**config.mk**
```make
export PLATFORM = sky130hd
export DESIGN_NAME = dac_sample_player
export DESIGN_NICKNAME = d
export VERILOG_FILES = /design/src/rtl/dac_pkg.sv /design/src/rtl/dda_tick_gen.sv /design/src/rtl/dac_sample_player.sv
export SDC_FILE = /design/constraint.sdc
export NUM_CORES = 1
export LEC_CHECK = 0
export BUFFER_PORTS_ARGS = -buffer_cell sky130_fd_sc_hd__buf_2
export CORE_UTILIZATION = 35
export CTS_CLUSTER_DIAMETER = 60
export DETAILED_ROUTE_END_ITERATION = 6
export GPL_TIMING_DRIVEN = 0
export PLACE_DENSITY_LB_ADDON = 0.12
export SYNTH_ARGS = -nofsm -noshare
export SYNTH_HDL_FRONTEND = slang
export SYNTH_SLANG_ARGS = --single-unit
export TNS_END_PERCENT = 30
```
**constraint.sdc**
```tcl
create_clock -name clk -period 4.03 [get_ports clk]
set_input_delay 0.2015 -clock clk [delete_from_list [all_inputs] [get_ports clk]]
set_output_delay 0.2015 -clock clk [all_outputs]
set_load 0.02 [all_outputs]
```
**src/rtl/dac_pkg.sv**
```systemverilog
`default_nettype none
// ============================================================================
// Package  : dac_pkg
// Brief    : Shared state encoding and constants for the DAC sample player.
// Revision : 1.0 - initial release
// ============================================================================
package dac_pkg;

  localparam int ACC_W = 32;
  localparam logic [7:0] DAC_MIDSCALE = 8'h80;

  typedef logic [1:0] dac_state_t;
  localparam dac_state_t ST_IDLE    = 2'd0;
  localparam dac_state_t ST_PREFILL = 2'd1;
  localparam dac_state_t ST_PLAY    = 2'd2;

endpackage
`default_nettype wire

```
**src/rtl/dda_tick_gen.sv**
```systemverilog
`default_nettype none
// ============================================================================
// Module   : dda_tick_gen
// Brief    : Division-free sample-rate tick generator (clamped step + DDA).
// Revision : 1.0 - initial release
// ============================================================================
module dda_tick_gen
  import dac_pkg::*;
#(
  parameter int CLK_HZ       = 50_000_000,
  parameter int FREQ_UNIT_HZ = 1000
) (
  input  logic        clk,
  input  logic        rst_n,
  input  logic        run,
  input  logic [12:0] freq,
  output logic        o_tick
);

  // Clamping at a quarter of the clock keeps ticks at least 4 cycles apart.
  localparam logic [39:0]      c_STEP_MAX = 40'(CLK_HZ / 4);
  localparam logic [ACC_W-1:0] c_CLK      = ACC_W'(CLK_HZ);

  logic [39:0]      w_prod;
  logic [ACC_W-1:0] w_step_clamped;
  logic [ACC_W:0]   w_sum;
  logic [ACC_W-1:0] r_step;
  logic [ACC_W-1:0] r_acc;
  logic             r_tick;

  assign w_prod         = 40'(freq) * 40'(FREQ_UNIT_HZ);
  assign w_step_clamped = (w_prod > c_STEP_MAX) ? ACC_W'(c_STEP_MAX) : ACC_W'(w_prod);
  assign w_sum          = {1'b0, r_acc} + {1'b0, r_step};

  always_ff @(posedge clk or negedge rst_n) begin
    if (!rst_n) begin
      r_step <= '0;
    end else begin
      r_step <= w_step_clamped;
    end
  end

  always_ff @(posedge clk or negedge rst_n) begin
    if (!rst_n) begin
      r_acc  <= '0;
      r_tick <= 1'b0;
    end else if (!run) begin
      r_acc  <= '0;
      r_tick <= 1'b0;
    end else if (w_sum >= {1'b0, c_CLK}) begin
      r_acc  <= ACC_W'(w_sum - {1'b0, c_CLK});
      r_tick <= 1'b1;
    end else begin
      r_acc  <= w_sum[ACC_W-1:0];
      r_tick <= 1'b0;
    end
  end

  assign o_tick = r_tick;

endmodule
`default_nettype wire

```
**src/rtl/dac_sample_player.sv**
```systemverilog
`default_nettype none
// ============================================================================
// Module   : dac_sample_player
// Brief    : Paces waveform FIFO reads at the programmed sample rate and
//            drives an 8-bit parallel DAC with a rising-edge latch clock.
// Options  : DAC_MIDSCALE_IDLE_EN - park the DAC at mid-scale in IDLE/PREFILL
// Revision : 1.0 - initial release
// ============================================================================
module dac_sample_player
  import dac_pkg::*;
#(
  parameter int CLK_HZ       = 50_000_000,
  parameter int FREQ_UNIT_HZ = 1000,
  parameter int START_LVL    = 10
) (
  input  logic        clk,
  input  logic        rst_n,
  input  logic        play_en,
  input  logic [12:0] freq,
  input  logic [7:0]  fifo_dout,
  input  logic        fifo_empty,
  input  logic [12:0] fifo_level,
  output logic        fifo_rd_en,
  output logic [7:0]  dac_data,
  output logic        dac_clk,
  output logic        playing,
  output logic [15:0] underrun_cnt
);

  localparam logic [12:0] c_START_LVL = 13'(START_LVL);

  dac_state_t  r_state;
  dac_state_t  w_state_nxt;
  logic        w_tick;
  logic        w_stop;
  logic        w_run;
  logic        w_rd_en;
  logic        w_underrun;
  logic        r_rd_d;
  logic [7:0]  r_dac_data;
  logic        r_dac_clk;
  logic        r_playing;
  logic [15:0] r_underrun_cnt;

  dda_tick_gen #(
    .CLK_HZ       (CLK_HZ),
    .FREQ_UNIT_HZ (FREQ_UNIT_HZ)
  ) u_dda_tick_gen (
    .clk    (clk),
    .rst_n  (rst_n),
    .run    (w_run),
    .freq   (freq),
    .o_tick (w_tick)
  );

  // Stop is taken straight from the inputs so it beats a coincident tick.
  assign w_stop     = !play_en || (freq == '0);
  assign w_run      = (r_state == ST_PLAY);
  assign w_rd_en    = w_run && w_tick && !fifo_empty && !w_stop;
  assign w_underrun = w_run && w_tick && fifo_empty && !w_stop;

  always_comb begin
    w_state_nxt = r_state;
    if (w_stop) begin
      w_state_nxt = ST_IDLE;
    end else begin
      case (r_state)
        ST_IDLE:    w_state_nxt = ST_PREFILL;
        ST_PREFILL: if (fifo_level >= c_START_LVL) w_state_nxt = ST_PLAY;
        ST_PLAY:    if (w_underrun) w_state_nxt = ST_PREFILL;
        default:    w_state_nxt = ST_IDLE;
      endcase
    end
  end

  always_ff @(posedge clk or negedge rst_n) begin
    if (!rst_n) begin
      r_state        <= ST_IDLE;
      r_playing      <= 1'b0;
      r_underrun_cnt <= '0;
    end else begin
      r_state   <= w_state_nxt;
      r_playing <= (w_state_nxt == ST_PLAY);
      if (w_underrun && (r_underrun_cnt != 16'hFFFF)) begin
        r_underrun_cnt <= r_underrun_cnt + 16'd1;
      end
    end
  end

`ifdef DAC_MIDSCALE_IDLE_EN
  logic w_park;
  logic r_park_pend;

  // A park waits for any in-flight sample and for dac_clk to be high again,
  // so every latch clock low pulse is followed by its own rising edge.
  assign w_park = (w_state_nxt != r_state) && (w_state_nxt != ST_PLAY);

  always_ff @(posedge clk or negedge rst_n) begin
    if (!rst_n) begin
      r_rd_d      <= 1'b0;
      r_dac_data  <= DAC_MIDSCALE;
      r_dac_clk   <= 1'b1;
      r_park_pend <= 1'b0;
    end else begin
      r_rd_d <= w_rd_en;
      if (r_rd_d) begin
        r_dac_data <= fifo_dout;
        r_dac_clk  <= 1'b0;
      end else if (r_park_pend && r_dac_clk) begin
        r_dac_data <= DAC_MIDSCALE;
        r_dac_clk  <= 1'b0;
      end else begin
        r_dac_clk  <= 1'b1;
      end
      if (w_park) begin
        r_park_pend <= 1'b1;
      end else if (!r_rd_d && r_dac_clk) begin
        r_park_pend <= 1'b0;
      end
    end
  end
`else
  always_ff @(posedge clk or negedge rst_n) begin
    if (!rst_n) begin
      r_rd_d     <= 1'b0;
      r_dac_data <= DAC_MIDSCALE;
      r_dac_clk  <= 1'b1;
    end else begin
      r_rd_d    <= w_rd_en;
      r_dac_clk <= !r_rd_d;
      if (r_rd_d) begin
        r_dac_data <= fifo_dout;
      end
    end
  end
`endif

  assign fifo_rd_en   = w_rd_en;
  assign dac_data     = r_dac_data;
  assign dac_clk      = r_dac_clk;
  assign playing      = r_playing;
  assign underrun_cnt = r_underrun_cnt;

endmodule
`default_nettype wire

```
==> metrics.yaml <==
status:
  outcome: "completed"
sta:
  slew_headroom: 0.403
  whs_ps: 1.55
  hold_violations: 0
  fmaxAchievable_mhz: 253
  clock_skew_ps: 8.05
  post-route-period-util: 0.979
  drv_slew: 0
  worst_slew_pin_slew_ps: 886
  setup_viol: 0
  period_needed_ps: 3950
  rsz0062_at_grt: "true"
logic_synthesis:
  synth_cell_types: 75
  ys.warnings.count: 0
  synth_area_per_cell_um2: 9.64
  synth.cell_area_um2: 7020
  syn_nets: 885
  synth_edf_count: 0
  synthCells: 729
  synth_top_area_frac: 0.274
  yosys-top-cells-area: "dfrtp_1 (27%), ha_1 (13%), fa_1 (12%)"
  synth_top_cell_by_area: "dfrtp_1"
  ys.flop_type: "dfrtp_1"
  ys_ff_latch: 79
  async_reset_ff_frac: 1.00
  synth_seq_area_share: 0.282
layout:
  n_antenna_cell: 0
  fill_cells: 1904
  fin_nets: 983
  fin_cells: 1097
  multi_input_area_um2: 4910
  regArea_um2: 1980
  area_growth_pct: 21.6
  fin_util: 0.436
  final_area_um2: 8540
  post_route_cells_drive_above_1_share: 0.237
clocking:
  clkTransAtPathRegs_ps: 60
  cts_tree: "built"
  h-tree-depth: 3
  cts_made_buffers: 9
  clock_sinks: 79
  clock_latency_ps: 350
  cts-root-buf: "clkbuf_16"
  cts.path.max_buffers: 2
die:
  die-area_um2: 20600
  pin_count: 65
  die_w_um: 144
  core_area_um2: 19600
  start_util: 0.359
  dieHeight_um: 144
  row_count: 51
hold_path:
  worstHoldPathType: "in -> reg"
setup_path:
  crit_required_ps: 4290
  critical_path_class: "in -> reg"
  cp.arrival_ps: 4210
  cp_max_fo: 5
  critPathCaptureType: "register"
  start_kind: "input port"
drt:
  wirelength_um: 16400
  ant_nets: 0
  vias: 5523
  drtIter0Drc: 294
  drc: 0
  wire_per_inst_um: 14.9
  dr.pass1.iters: 4
  vias_per_cell: 5.03
global_routing:
  grt_overflow_total: 0
  grt_max_degree: 48
  grt_pass1_wl_um: 26500
  antenna_found_initial: 0
  grt_pass1_vias: 5392
  grt_usage: 0.164
place:
  placed_cell_area_um2: 7760
  gp_congestion: 0.841
  dp.cells: 1058
  port_buffers: 63
  dp_hpwl_um: 12900
pwr:
  p_leak_nw: 4.06
  irDropWorstVdd_uv: 238
  power_density_nw_per_um2: 599
flow_run:
  cap_violations: 0
-- path summary, 6_finish.rpt --
kind	startpoint	end	slack (ps)	cells past startpoint
min	freq[0]	u_dda_tick_gen.r_step[3]	2	1
max	freq[5]	u_dda_tick_gen.r_step[21]	80	17
min reg2reg	underrun_cnt[11]	underrun_cnt[11]	490	1
max in group asynchronous	rst_n	dac_data[7]	3040	3
max reg2reg	u_dda_tick_gen.r_acc[3]	u_dda_tick_gen.r_acc[18]	170	15
min in group asynchronous	rst_n	u_dda_tick_gen.r_acc[29]	350	2
-- cells in the final DEF (no fill, tap or decap), types with 9 or more instances in the layout --
cell type and count:
a21o_1 16, a21oi_1 33, and3_1 18, buf_2 60
buf_4 27, clkbuf_16 9, dfrtp_1 77, fa_1 37
ha_1 66, inv_1 74, mux2_2 9, nand2_1 37
nand3_1 29, nor2_1 48, nor3_1 15, nor4_1 9
o21ai_0 20, xnor2_1 38, xor2_1 18
-- layout make-up --
type,count,share of cell area
multi-input combinational,550,0.575
sequential,79,0.232
inverter,85,0.0390
clock inverter,6,0.0107
tap,265,0.0388
buffer,14,0.00952
clock buffer,10,0.0280
timing repair buffer,88,0.0668
-- report_power, final --
group / leakage (nW) / switching (W) / internal (W)
Sequential: 1.04 / 0.0000483 / 0.000931
Clock: 0.163 / 0.000344 / 0.000564
Combinational: 2.86 / 0.00180 / 0.00143
-- cell usage after synthesis (9+ instances only) --
master,number
inv_1,85
xnor2_1,39
o21ai_0,23
and3_1,18
xor2_1,20
fa_1,43
dfrtp_1,77
mux2_2,9
nor3_1,16
nor2_1,51
a21oi_1,38
nand3_1,29
nor4_1,9
nand2_1,37
ha_1,75
a21o_1,16
-- cells by family after synthesis --
kind of cell               share of synthesized area
adders and majority gates                      0.256
DFF                                            0.282
buffers and inverters                         0.0572
AOI/OAI and AO/OA                              0.154
muxes                                         0.0201
xor gates and xnor gates                      0.0736
and+or+nand+nor                                0.157
-- worst max-delay path: stages --
cell,delay [ps]
buf_4,110
clkinvlp_4,150
fa_1,500
fa_1,590
fa_1,440
fa_1,490
inv_1,60
ha_4,230
and2_4,140
a31oi_1,170
o21ai_2,100
o41ai_2,330
buf_4,170
o21ai_2,50
o21a_1,200
nor2_1,130
xnor2_1,140
-- flip-flops by register name (all words and copies together) (netlist names) --
| register | cells |
|---|---|
| playing | 1 |
| r_rd_d | 1 |
| r_state | 2 |
| u_dda_tick_gen.r_step | 20 |
| u_dda_tick_gen.r_acc | 29 |
| u_dda_tick_gen.o_tick | 1 |
| underrun_cnt | 16 |
| dac_data | 8 |
| dac_clk | 1 |
-- through the flow --
stage	TNS [ps]	power (W)	setup WS, ps
floorplan	-11.4	0.00322	-11.4
finish	0	0.00512	83.3
CTS	0	0.00480	8.44
detailed placement	-3620	0.00379	-549
global placement	-3560	0.00375	-534
global route	-318	0.00557	-95.9
-- timing repair --
item / CTS / global route
resized for setup: 5 / 61
setup endpoints to repair: 18 / 27
hold endpoints to repair: 32 / 1
hold buffers: 1 / 1
setup buffers: 6 / 16
pin swaps: 4 / 27
gates cloned: 0 / 0
-- metal layers --
layer	vias up	wire length [um]	track usage
met5	-	0	0
met4	0	193	0.0498
met3	12	527	0.0227
met2	102	7940	0.276
met1	2677	7710	0.218
li1	2732	-	-
Power figures use the tool's default switching activity.
